$ cat src/rtl/line_fill_unit.sv
// Instruction-cache line fill: on a miss, fetches the aligned line one word at a time
// from instruction memory and presents the complete line with a one-cycle valid pulse.
module line_fill_unit #(
    parameter int LINE_WORDS = 4
) (
    input  logic                       CLK,
    input  logic                       RSTn,
    input  logic                       miss_req,
    input  logic [31:0]                miss_addr,
    output logic                       mem_rd,
    output logic [31:0]                mem_addr,
    input  logic [31:0]                mem_data,
    input  logic                       mem_ack,
    output logic [32*LINE_WORDS-1:0]   dataline,
    output logic [31:0]                line_addr,
    output logic                       line_valid,
    output logic                       busy
);

    localparam int CNT_W     = (LINE_WORDS > 1) ? $clog2(LINE_WORDS) : 1;
    localparam int OFF_W     = $clog2(4 * LINE_WORDS);
    localparam int LINE_BITS = 32 * LINE_WORDS;

    typedef enum logic [1:0] {
        IDLE = 2'd0,
        FILL = 2'd1,
        DONE = 2'd2
    } state_t;

    state_t                 state;
    state_t                 state_next;
    logic [CNT_W-1:0]       cnt;
    logic [31:0]            base;
    logic [31:0]            line_base;
    logic [LINE_BITS-1:0]   staging;
    logic [LINE_BITS-1:0]   staging_next;
    logic                   accept;
    logic                   take_word;
    logic                   last_word;
    logic                   unused_addr_bits;

    // The fill always starts at word 0, so the byte offset of the miss is dropped.
    assign line_base        = {miss_addr[31:OFF_W], {OFF_W{1'b0}}};
    assign unused_addr_bits = ^miss_addr[OFF_W-1:0];

    assign accept     = (state == IDLE) && miss_req;
    assign take_word  = (state == FILL) && mem_ack;
    assign last_word  = take_word && (cnt == CNT_W'(LINE_WORDS - 1));

    assign mem_rd     = (state == FILL);
    assign line_valid = (state == DONE);
    assign busy       = (state != IDLE);

    always_comb begin
        staging_next = staging;
        if (take_word) begin
            staging_next[32*cnt +: 32] = mem_data;
        end
    end

    always_comb begin
        state_next = state;
        unique case (state)
            IDLE:    if (miss_req)  state_next = FILL;
            FILL:    if (last_word) state_next = DONE;
            DONE:    state_next = IDLE;
            default: state_next = IDLE;
        endcase
    end

    always_ff @(posedge CLK or negedge RSTn) begin
        if (!RSTn) begin
            state <= IDLE;
        end else begin
            state <= state_next;
        end
    end

    // The visible line is only written from the fully assembled staging value,
    // so a partially filled line never reaches dataline.
    always_ff @(posedge CLK or negedge RSTn) begin
        if (!RSTn) begin
            cnt       <= '0;
            base      <= '0;
            mem_addr  <= '0;
            staging   <= '0;
            dataline  <= '0;
            line_addr <= '0;
        end else begin
            if (accept) begin
                base     <= line_base;
                mem_addr <= line_base;
                cnt      <= '0;
            end
            if (take_word) begin
                staging <= staging_next;
                if (last_word) begin
                    dataline  <= staging_next;
                    line_addr <= base;
                end else begin
                    cnt      <= cnt + 1'b1;
                    mem_addr <= mem_addr + 32'd4;
                end
            end
        end
    end

endmodule

$ cat config.mk
export PLATFORM = sky130hd
export DESIGN_NAME = line_fill_unit
export DESIGN_NICKNAME = d
export VERILOG_FILES = /design/src/rtl/line_fill_unit.sv
export SDC_FILE = /design/constraint.sdc
export NUM_CORES = 1
export LEC_CHECK = 0
export ABC_AREA = 1
export BUFFER_PORTS_ARGS = -buffer_cell sky130_fd_sc_hd__buf_2
export CORE_MARGIN = 5
export CORE_UTILIZATION = 56
export CTS_CLUSTER_SIZE = 28
export DETAILED_ROUTE_END_ITERATION = 8
export GPL_TIMING_DRIVEN = 0
export PLACE_DENSITY = 0.81
export REMOVE_ABC_BUFFERS = 1
export SETUP_SLACK_MARGIN = 0.02
export SYNTH_ARGS = -nofsm -noshare
export SYNTH_HDL_FRONTEND = slang
export SYNTH_SLANG_ARGS = --single-unit
$ cat constraint.sdc
create_clock -name CLK -period 1.93 [get_ports CLK]
set_input_delay 0.2895 -clock CLK [delete_from_list [all_inputs] [get_ports CLK]]
set_output_delay 0.2895 -clock CLK [all_outputs]
set_load 0.02 [all_outputs]
# After elaboration in Yosys (flattened, before gate mapping)
# Index checks and enable logic that the tools add are counted.
dict set report word_totals {
  regBits 348
  in_bits 68
  out_inout_bits 195
}
dict set report op_classes {
  n_eq_ne 5
  n_shift 2
  n_mux 10
  n_reduce_logical 7
  addsub 3
}
# op count
set ops {}
lappend ops {{128-bit bitwise mux} 1}
lappend ops {{32-bit by 34-bit variable shift with 128-bit output, first input constant} 1}
lappend ops {{32-bit by 34-bit variable part select with 128-bit output} 1}
lappend ops {{32-bit 2-to-1 mux} 3}
lappend ops {{7-bit negation with 34-bit output} 1}
lappend ops {{32-bit by 3-bit adder with 32-bit output, second input constant} 1}
lappend ops {{2-bit 2-to-1 mux} 5}
lappend ops {{2-bit == test, second input constant} 2}
lappend ops {{2-bit one-hot mux with 2 select lines} 1}
lappend ops {{2-bit AND reduction} 2}
lappend ops {{1-bit logical AND} 3}
lappend ops {{2-bit by 1-bit adder with 2-bit output, second input constant} 1}
lappend ops {{2-bit by 1-bit == test with 1-bit output, second input constant} 1}
lappend ops {{2-bit logical NOT} 1}
lappend ops {{2-bit by 1-bit inequality test with 1-bit output, second input constant} 1}
lappend ops {{2-bit inequality test, second input constant} 1}
lappend ops {{2-bit nonzero test} 1}

# Longest topological paths before layout
# Gate-level depths: netlist of the first run.
dict set report logic_depth {
  word_depth 5
  mapped_depth 10
  ltp_nobuf 10
}

# Worst setup path after synthesis of the first run
# OpenSTA, ideal clock, no wires.
dict set report synth_path {
  kind {register to register}
  start {reg cnt[0]}
  end {reg staging[54]}
  n_path_buf 2
  t_arrival_ns 1.603
  setup_ns 0.130
  setup_slack_ns 0.197
  period_less_slack_ns 1.733
  stages_incl_launch_ff 9
  required_time_ns 1.800
  cell_sequence {dfrtp_1 -> buf_2 -> inv_1 -> ha_1 -> nand2_1 -> buf_2 -> o22ai_1 -> nand2_1 -> o21ai_0}
}
dict set report synth_between {
  elab_chain_len 3
}
# element line
set synth_rtl {}
lappend synth_rtl {{start, declared} 32} ;# logic [CNT_W-1:0] cnt;
lappend synth_rtl {{start signal, assigned} 101} ;# cnt <= cnt + 1'b1;
lappend synth_rtl {{7-bit negation with 34-bit output (*)} 57} ;# staging_next[32*cnt +: 32] = mem_data;
lappend synth_rtl {{32-bit by 34-bit variable part select with 128-bit output or 32-bit by 34-bit variable shift with 128-bit output (tied branches)} 57}
lappend synth_rtl {{128-bit bitwise mux (*)} 57}
lappend synth_rtl {{end signal, assigned} 96} ;# staging <= staging_next;
lappend synth_rtl {{end, declared} 35} ;# logic [LINE_BITS-1:0] staging;
# Mark *: on every way between the ends. The rest lies on a longest branch, timed or not.
# A chain may end at the register's enable or synchronous reset.

# Worst setup path after layout of the first run
dict set report layout_path {
  start {reg cnt[1]}
  end {reg staging[32]}
}
# Same word-level chain as after synthesis.

==> results.json, run 1 <==
{
  "design_area_um2": 17900,
  "postSynthAreaPerCell_um2": 7.88,
  "routed_wirelength_um": 45000,
  "setup_violations": 0,
  "nFillCells": 1874,
  "num_vias": 13612,
  "clk_path_buf_depth": 3,
  "synth-seq-cells": 316,
  "min_period_ps": 1920,
  "worstRegToRegCells": 6,
  "power.ir.vdd_worst_v": 0.00114,
  "total_power_mw": 30.4,
  "vias_per_cell": 5.64,
  "slew_headroom": 0.450,
  "grt_start_max_net_pins": 143,
  "overflow": 0,
  "drc": 0,
  "cts_sinks": 316,
  "pin_count": 263,
  "hold_viol_final": 0,
  "detail_route.iter0.violations": 1840,
  "hold_ws_ps": 14.0,
  "die_w_um": 170,
  "dieArea_um2": 28900,
  "syn_area_um2": 14300,
  "yosysSeqAreaShare": 0.552,
  "skew_ps": 16.2,
  "critPathRequiredTime_ps": 2330,
  "power_frac_seq": 0.355,
  "avgRoutedWirePerCell_um": 18.6,
  "crit_type": "reg -> reg",
  "grt_pass1_wl_um": 68700,
  "clk_pin_slew_ps": 60,
  "p_leak_nw": 9.51,
  "ff_latch_area_um2": 7910,
  "grt_pass1_vias": 13253,
  "rsz0062_at_grt": "yes",
  "port-buffer-count": 254,
  "cpMaxStageDelayCell": "dfrtp_2",
  "final_nets": 2133,
  "switching_share": 0.427,
  "power_density_nw_per_um2": 1700,
  "worst-path-buf-inv": 1,
  "yosys_warnings": 0,
  "htreeDepth": 2,
  "firstDrtPassIters": 8,
  "gp_congestion": 0.918,
  "fmax_mhz": 521,
  "maxCapViolCount": 0,
  "cpLargestDelayFamily": "flip-flops",
  "comb_power_share": 0.425,
  "cp_max_fo": 28,
  "critPathMaxStageDelay_ps": 450,
  "cts_buffers": 34,
  "p_int_mw": 17.4,
  "clk_latency_ps": 510,
  "fp-row-count": 58,
  "netlist_instances": 1817,
  "ant_nets": 0,
  "place_area_um2": 15800,
  "coreArea_um2": 25200,
  "fin_crit_sh": 0.994,
  "synth.distinct_cells": 25,
  "tritoncts": "yes",
  "multi_input_area_um2": 5720,
  "cp.arrival_ps": 2320,
  "path_cells": "inv_2, ha_4, nand2_8, o22ai_1, nand2_1, o21ai_0",
  "slew_violations": 0,
  "critPathLaunchType": "flip-flop",
  "antenna_found_initial": 5,
  "root_buffer": "clkbuf_16",
  "end_kind": "flip-flop",
  "clkPwrFrac": 0.219,
  "grt_usage": 0.296,
  "path_depth": 6,
  "layout-area-overhead-vs-synth_pct": 25.1,
  "dp_hpwl_um": 24600,
  "outcome": "finished clean",
  "start_util": 0.569,
  "min_path_cells": 3,
  "drive_gt1_frac": 0.209,
  "hp-class": "in -> reg",
  "tightestPinTransition_ps": 824,
  "p_sw_mw": 13.0,
  "die_y_um": 170
}
[cells in the mapped netlist]
master    number  area, µm²
nand2_1      806       3030
dfrtp_1      316       7910
inv_1        175        657
o21ai_0      130        651
o22ai_1       97        607
nor2_1        68        255
clkbuf_1      54        203
nand3_1       54        270
buf_2         43        215
nand4_1       17        106
o21a_1         7       52.6
xor2_1         7       61.3
buf_4          6       45.0
ha_1           6       75.1
inv_2          6       22.5
a21oi_1        5       25.0
a22oi_1        4       30.0
buf_1          4       15.0
o211ai_1       3       22.5
nand3b_1       2       15.0
nor2_4         2       22.5
xnor2_1        2       17.5
conb_1         1       3.75
nand2_2        1       6.26
nor2_2         1       6.26
[path summary, 6_finish.rpt]
path | from | end | slack (ps)
min in group asynchronous | RSTn | dataline[34]$_DFFE_PN0P_ | 420
max in group asynchronous | RSTn | base[30]$_DFFE_PN0P_ | 390
setup reg to reg | cnt[1]$_DFF_PN0_ | staging[32]$_DFFE_PN0N_ | 10
setup / recovery | cnt[1]$_DFF_PN0_ | staging[32]$_DFFE_PN0N_ | 10
hold / removal | miss_addr[14] | base[14]$_DFFE_PN0P_ | 10
hold reg to reg | line_addr[14]$_DFFE_PN0P_ | line_addr[14]$_DFFE_PN0P_ | 460
[registers in the layout (all words and copies together) (netlist names)]
name       cells
dataline     128
line_addr     28
base          28
cnt            2
staging       96
mem_addr      32
state          2
[repair_timing]
action / in CTS / in global routing
resized for setup: 35 / 75
gates cloned: 8 / 3
setup buffers: 23 / 10
endpoints found under the setup margin: 315 / 205
hold buffers: 1 / 0
pin swaps: 7 / 5
endpoints found under the hold margin: 103 / 0
[logic make-up (layout without fill, tap and decap cells)]
family	after synthesis	count (layout)	synth area share
buffers and inverters	288	546	0.0808
AO/OA/AOI/OAI	246	246	0.0969
AND/OR/NAND/NOR	951	953	0.259
flip-flops	316	316	0.552
XOR/XNOR	9	9	0.00551
other	1	7	0.000262
adder cells (fa/ha/maj)	6	6	0.00524
[through the flow]
stage / util / setup TNS [ps] / instances / setup WS (ps)
floorplan: - / -565100 / 1713 / -2590
global placement: 0.617 / -3093140 / 2297 / -6040
detailed placement: 0.628 / -336950 / 2308 / -1520
CTS: 0.692 / 0 / 2397 / 36.5
global route: 0.712 / -563 / 2413 / -61.9
finish: 0.712 / 0 / 2413 / 10.9
[final cells by class]
type                    instances  area share
diodes                          3    0.000419
repair inverters                5     0.00209
flip-flops and latches        316       0.442
clock buffers                  43      0.0539
inverters                     181      0.0408
repair buffers                303       0.109
multi-input cells            1218       0.319
clock inverters                14     0.00971
well taps                     330      0.0230
[tightest hold or removal path, cell delays in order]
cell	delay, ps
buf_2	80
nand2_1	50
nand2_1	50
[per-layer routing]
layer	part of all wire	GRT usage
met1	0.38	0.385
met2	0.47	0.485
met3	0.11	0.0692
met4	0.043	0.116
met5	0.00060	0
[layout by cell type (no fill, tap or decap), drive strengths merged, types with 2 or more instances in the layout]
master / synthesis / layout
clkbuf: 54 / 44
o22ai: 97 / 97
nand2: 807 / 807
xnor2: 2 / 2
dfrtp: 316 / 316
diode: 0 / 3
nand4: 17 / 17
buf: 53 / 301
bufinv: 0 / 4
xor2: 7 / 7
conb: 1 / 4
a22oi: 4 / 4
o21a: 7 / 7
nor2: 71 / 72
nand3: 54 / 55
nand3b: 2 / 2
clkinvlp: 0 / 5
ha: 6 / 6
o211ai: 3 / 3
o21ai: 130 / 130
clkinv: 0 / 10
a21oi: 5 / 5
inv: 181 / 181
[power by group through the flow]
stage / registers (mW) / logic (mW) / clock network [mW]
2_1_floorplan: 12.2 / 5.21 / 0
3_3_place_gp: 10.9 / 10.1 / 0
3_5_place_dp: 10.8 / 10.8 / 0
4_1_cts: 10.7 / 11.9 / 6.73
5_1_grt: 11.1 / 14.0 / 7.04
6_report: 10.8 / 12.9 / 6.67
Note: power is estimated with default switching activity, not from simulation.
==> run 2, diff against run 1 <==
Settings changed: RECOVER_POWER set to 50.
==> results.json, run 2 (same netlist as run 1, synthesis figures left out) <==
{
  "end_kind": "flip-flop",
  "dp_slack_ps": -1520,
  "drive_gt1_frac": 0.115,
  "fmax_mhz": 524,
  "crit_type": "reg -> reg",
  "layout_setup_ws_ps": 23.0,
  "power.ir.vdd_worst_v": 0.00110,
  "rsz0062_at_grt": "yes",
  "critPathRequiredTime_ps": 2350,
  "start_util": 0.569,
  "ff_latch_area_um2": 7910,
  "htreeDepth": 2,
  "power_density_nw_per_um2": 1700,
  "top_register": "dataline",
  "coreArea_um2": 25200,
  "r2r_start": "cnt[0]$_DFF_PN0_",
  "die_y_um": 170,
  "finish.utilization": 0.701,
  "tritoncts": "yes",
  "p_leak_nw": 8.74,
  "num_vias": 13654,
  "grt_pass1_wl_um": 68700,
  "maxCapViolCount": 0,
  "vias_per_cell": 5.66,
  "total_power_mw": 30.1,
  "fp-row-count": 58,
  "layout_commonest_cell": "nand2_1",
  "grt_pass1_vias": 13253,
  "hold_viol_final": 0,
  "startpoint": "cnt[0]$_DFF_PN0_",
  "critPathLaunchType": "flip-flop",
  "final.setup.tns_ps": 0,
  "slew_headroom": 0.449,
  "final_nets": 2133,
  "skew_ps": 16.3,
  "hp-class": "in -> reg",
  "tightestPinTransition_ps": 826,
  "antenna_found_initial": 5,
  "clk_latency_ps": 510,
  "dp.cells": 2308,
  "fin_crit_sh": 0.988,
  "pin_count": 263,
  "overflow": 0,
  "routed_wirelength_um": 45200,
  "root_buffer": "clkbuf_16",
  "port-buffer-count": 254,
  "ant_nets": 0,
  "gp_congestion": 0.918,
  "detail_route.iter0.violations": 1636,
  "drc": 0,
  "dp_hpwl_um": 24600,
  "slew_violations": 0,
  "design_area_um2": 17700,
  "cts_sinks": 316,
  "grt_start_max_net_pins": 143,
  "avgRoutedWirePerCell_um": 18.7,
  "die_w_um": 170,
  "clk_pin_slew_ps": 60,
  "hold_ws_ps": 14.3,
  "largest_reg_flops": 128,
  "cp.arrival_ps": 2330,
  "hold_start": "miss_addr[14]",
  "cts_buffers": 34,
  "outcome": "finished clean",
  "clk_path_buf_depth": 3,
  "layout.cells.non_filler": 2413,
  "grt_usage": 0.296,
  "final_cell_mix": "nand2_1, dfrtp_1, clkbuf_1",
  "setup_violations": 0,
  "dieArea_um2": 28900,
  "firstDrtPassIters": 6,
  "min_period_ps": 1910,
  "place_area_um2": 15800,
  "top_regs": "dataline (128), staging (96), mem_addr (32)",
  "nFillCells": 1999,
  "cp_max_fo": 14,
  "multi_input_area_um2": 5720,
  "layout-area-overhead-vs-synth_pct": 23.4
}
==> run 2: cell count changes in the layout (fill, tap and decap cells not counted) <==
cell | previous run | this run
clkinvlp_2 | 1 | 2
clkinvlp_4 | 4 | 3
buf_4 | 24 | 21
clkbuf_1 | 2 | 195
nand3_2 | 2 | 1
nand3_1 | 51 | 52
buf_2 | 253 | 62
clkbuf_2 | 0 | 1
==> run 2: final timing paths <==
check,cells past startpoint,end,slack [ps]
setup reg to reg,9,staging[15]$_DFFE_PN0N_,20
hold reg to reg,2,line_addr[24]$_DFFE_PN0P_,470
max in group asynchronous,3,base[30]$_DFFE_PN0P_,380
hold / removal,3,base[14]$_DFFE_PN0P_,10
setup / recovery,9,staging[15]$_DFFE_PN0N_,20
min in group asynchronous,2,dataline[2]$_DFFE_PN0P_,430
==> run 2: area by class of cell <==
cell class,instances,share of cell area
diodes,3,0.000425
clock buffers,43,0.0547
clock inverters,14,0.00985
inverters,181,0.0414
multi-input cells,1218,0.324
flip-flops and latches,316,0.448
well taps,330,0.0234
repair buffers,303,0.0964
repair inverters,5,0.00198
==> run 2: timing repair <==
action	4_1_cts	5_1_grt
gates cloned	8	3
hold endpoints to repair	103	0
pin swaps	7	5
setup buffers	23	10
hold buffers	1	0
resized for setup	35	75
endpoints found under the setup margin	315	205
==> run 2: critical path: stages, from the launching register on <==
cell and delay, ps:
dfrtp_4 450, clkinvlp_4 170, ha_4 290, inv_2 60, nand4_1 150, buf_8 190, buf_12 160, o22ai_1 170
nand2_1 70, o21ai_0 90
==> run 2: where the power goes <==
group,internal (mW),switching (mW)
sequential,9.20,1.66
combinational,3.77,8.77
clock,4.06,2.61
==> run 2: routing by layer <==
layer | up-vias | track usage | share of wire
met5 | - | 0 | 0.00060
met3 | 171 | 0.0692 | 0.10
met1 | 6521 | 0.385 | 0.38
met4 | 4 | 0.116 | 0.042
met2 | 771 | 0.485 | 0.47
li1 | 6187 | - | -
==> run 3, diff against run 2 <==
Settings changed: ABC_AREA 1 to unset, CORE_UTILIZATION 56 to 55.
==> results.json, run 3 <==
{
  "outcome": "complete, but fails checks",
  "violations": "setup timing",
  "wl_met1_um": 16700,
  "grt_pass1_wl_um": 66200,
  "layout_setup_ws_ps": -128,
  "r2r_setup_slack_ps": -130,
  "final_cell_mix": "dfrtp_1, nand2_1, clkbuf_1",
  "syn_area_um2": 13400,
  "synth-seq-cells": 316,
  "cts_sinks": 316,
  "coreArea_um2": 24200,
  "p_leak_nw": 7.89,
  "layout-area-overhead-vs-synth_pct": 26.1,
  "design_area_um2": 16900,
  "synthTopCellsByArea": "dfrtp_1, a22o_1, a21oi_1",
  "worstRegToRegCells": 8,
  "end_kind": "flip-flop",
  "postSynthAreaPerCell_um2": 10.1,
  "synth_top_area_frac": 0.590,
  "port-buffer-count": 254,
  "power_density_nw_per_um2": 1790,
  "synth.most_common_cell": "dfrtp_1",
  "dr_wl_met3_um": 4790,
  "dp_hpwl_um": 22700,
  "synth_top_area_cell": "dfrtp_1",
  "grt_usage": 0.296,
  "drc": 0,
  "synth_common_cells": "dfrtp_1, nand2_1, a21oi_1",
  "r2r_start": "cnt[0]$_DFF_PN0_",
  "comb_power_share": 0.403,
  "top_regs": "dataline (128), staging (96), mem_addr (32)",
  "avgRoutedWirePerCell_um": 22.1,
  "ant_nets": 0,
  "clkPwrFrac": 0.213,
  "grt_start_max_net_pins": 124,
  "die_w_um": 166,
  "fin_crit_sh": 1.07,
  "clk_pin_slew_ps": 60,
  "final_nets": 1677,
  "vias_per_cell": 6.01,
  "setup_violations": 51,
  "startpoint": "cnt[0]$_DFF_PN0_",
  "root_buffer": "clkbuf_16",
  "routed.top_layer": "met5",
  "power_frac_seq": 0.383,
  "crit_type": "reg -> reg",
  "gp_congestion": 0.861,
  "critPathRequiredTime_ps": 2380,
  "p_int_mw": 17.9,
  "min_period_ps": 2060,
  "tritoncts": "yes",
  "yosys_warnings": 0,
  "cp-endpoint": "staging[83]$_DFFE_PN0N_",
  "total_power_mw": 30.3,
  "hp-class": "in -> reg",
  "ys.flop_type": "dfrtp_1",
  "hold_viol_final": 0,
  "grt_pass1_vias": 11705,
  "layout.cells.non_filler": 1950,
  "rsz0062_at_grt": "yes",
  "clk_latency_ps": 510,
  "top_register": "dataline",
  "place_area_um2": 14900,
  "die_y_um": 166,
  "synth.distinct_cells": 55,
  "maxCapViolCount": 0,
  "reg2reg_to": "staging[83]$_DFFE_PN0N_",
  "antenna_found_initial": 2,
  "slew_violations": 0,
  "slew_headroom": 0.278,
  "fmax_mhz": 486,
  "clk_path_buf_depth": 3,
  "start_util": 0.555,
  "cp.arrival_ps": 2500,
  "drive_gt1_frac": 0.166,
  "dp.cells": 1805,
  "dieArea_um2": 27600,
  "pin_count": 263,
  "hold_ws_ps": 22.0,
  "routed_wirelength_um": 43100,
  "layout_commonest_cell": "dfrtp_1",
  "synth-edff-count": 0,
  "yosysSeqAreaShare": 0.590,
  "largest_reg_flops": 128,
  "critPathLaunchType": "flip-flop",
  "fp-row-count": 57,
  "ys_async_sr_fraction": 1.00,
  "cts_buffers": 35,
  "htreeDepth": 2,
  "firstDrtPassIters": 5,
  "num_vias": 11726,
  "skew_ps": 14.1,
  "power.ir.vdd_worst_v": 0.00108,
  "tightestPinTransition_ps": 1080,
  "met2_length_um": 20300,
  "overflow": 0,
  "dp_slack_ps": -1470,
  "p_sw_mw": 12.5,
  "detail_route.iter0.violations": 1208,
  "switching_share": 0.411,
  "cp_max_fo": 8,
  "netlist_instances": 1333
}
## run 3: cell types whose count changed in the layout (fill, tap and decap cells not counted), moves of 50 or more
cell	before	now
nand2_1	802	211
a21oi_1	5	192
inv_1	171	5
a22o_1	0	119
o21ai_0	119	12
nor2b_1	0	97
o22ai_1	58	2
nor2_1	66	116
## run 3: timing repair
item	in CTS	in global routing
gates cloned	11	4
hold buffers	8	0
resized for setup	50	36
endpoints found under the hold margin	122	0
endpoints found under the setup margin	313	243
setup buffers	36	28
pin swaps	18	82
## run 3: critical path: stages, from the launching register on
cell and delay [ps]:
dfrtp_2 430, clkinv_4 120, ha_4 310, nor4bb_4 280, buf_8 150, nor2b_4 220, buf_4 160, buf_8 150
a22o_1 160
## run 3: how the worst min path moves through the flow
stage / endpoint / start / cells past startpoint
detailed placement: dataline[112]$_DFFE_PN0P_ / RSTn / 1
global placement: dataline[110]$_DFFE_PN0P_ / dataline[110]$_DFFE_PN0P_ / 2
CTS: base[7]$_DFFE_PN0P_ / miss_addr[7] / 3
global route: base[12]$_DFFE_PN0P_ / miss_addr[12] / 3
floorplan: base[10]$_DFFE_PN0P_ / RSTn / 0
finish: base[6]$_DFFE_PN0P_ / miss_addr[6] / 3
## run 3: per-stage QoR
| stage | util | TNS [ps] |
|---|---|---|
| floorplan | - | -463540 |
| global placement | 0.601 | -2789440 |
| detailed placement | 0.617 | -292840 |
| CTS | 0.695 | -6300 |
| global route | 0.699 | -12350 |
| finish | 0.700 | -2760 |
## run 3: power groups by stage
stage | Combinational (mW) | Sequential, mW | Clock (mW)
floorplan | 4.91 | 13.3 | 0
global placement | 10.5 | 11.4 | 0
detailed placement | 11.0 | 11.5 | 0
CTS | 12.1 | 11.4 | 6.55
global route | 13.2 | 12.0 | 6.83
finish | 12.2 | 11.6 | 6.47
## run 3: kinds of logic (layout without fill, tap and decap cells)
kind of cell | Yosys count | after routing | share of synthesized area
AOI/OAI and AO/OA | 368 | 368 | 0.179
buffers and inverters | 133 | 415 | 0.0440
adders and majority gates | 6 | 6 | 0.00560
other | 1 | 6 | 0.000280
muxes | 3 | 3 | 0.00224
xor gates and xnor gates | 1 | 1 | 0.000653
and+or+nand+nor | 505 | 511 | 0.178
DFF | 316 | 316 | 0.590
## run 3: cell type report
cell class | instances | area, µm²
Sequential cell | 316 | 7910
Fill cell | 1828 | 7260
Multi-Input combinational cell | 893 | 5280
Timing Repair Buffer | 347 | 2150
Clock buffer | 49 | 980
Tap cell | 324 | 405
Clock inverter | 9 | 114
Inverter | 8 | 53.8
Timing Repair inverter | 2 | 17.5
Antenna cell | 2 | 5.00
## run 3: metal layers
| metal | track usage | vias to the layer above |
|---|---|---|
| met5 | 0 | - |
| met4 | 0.0811 | 2 |
| met3 | 0.0900 | 111 |
| met2 | 0.484 | 702 |
| met1 | 0.388 | 5777 |
| li1 | - | 5134 |
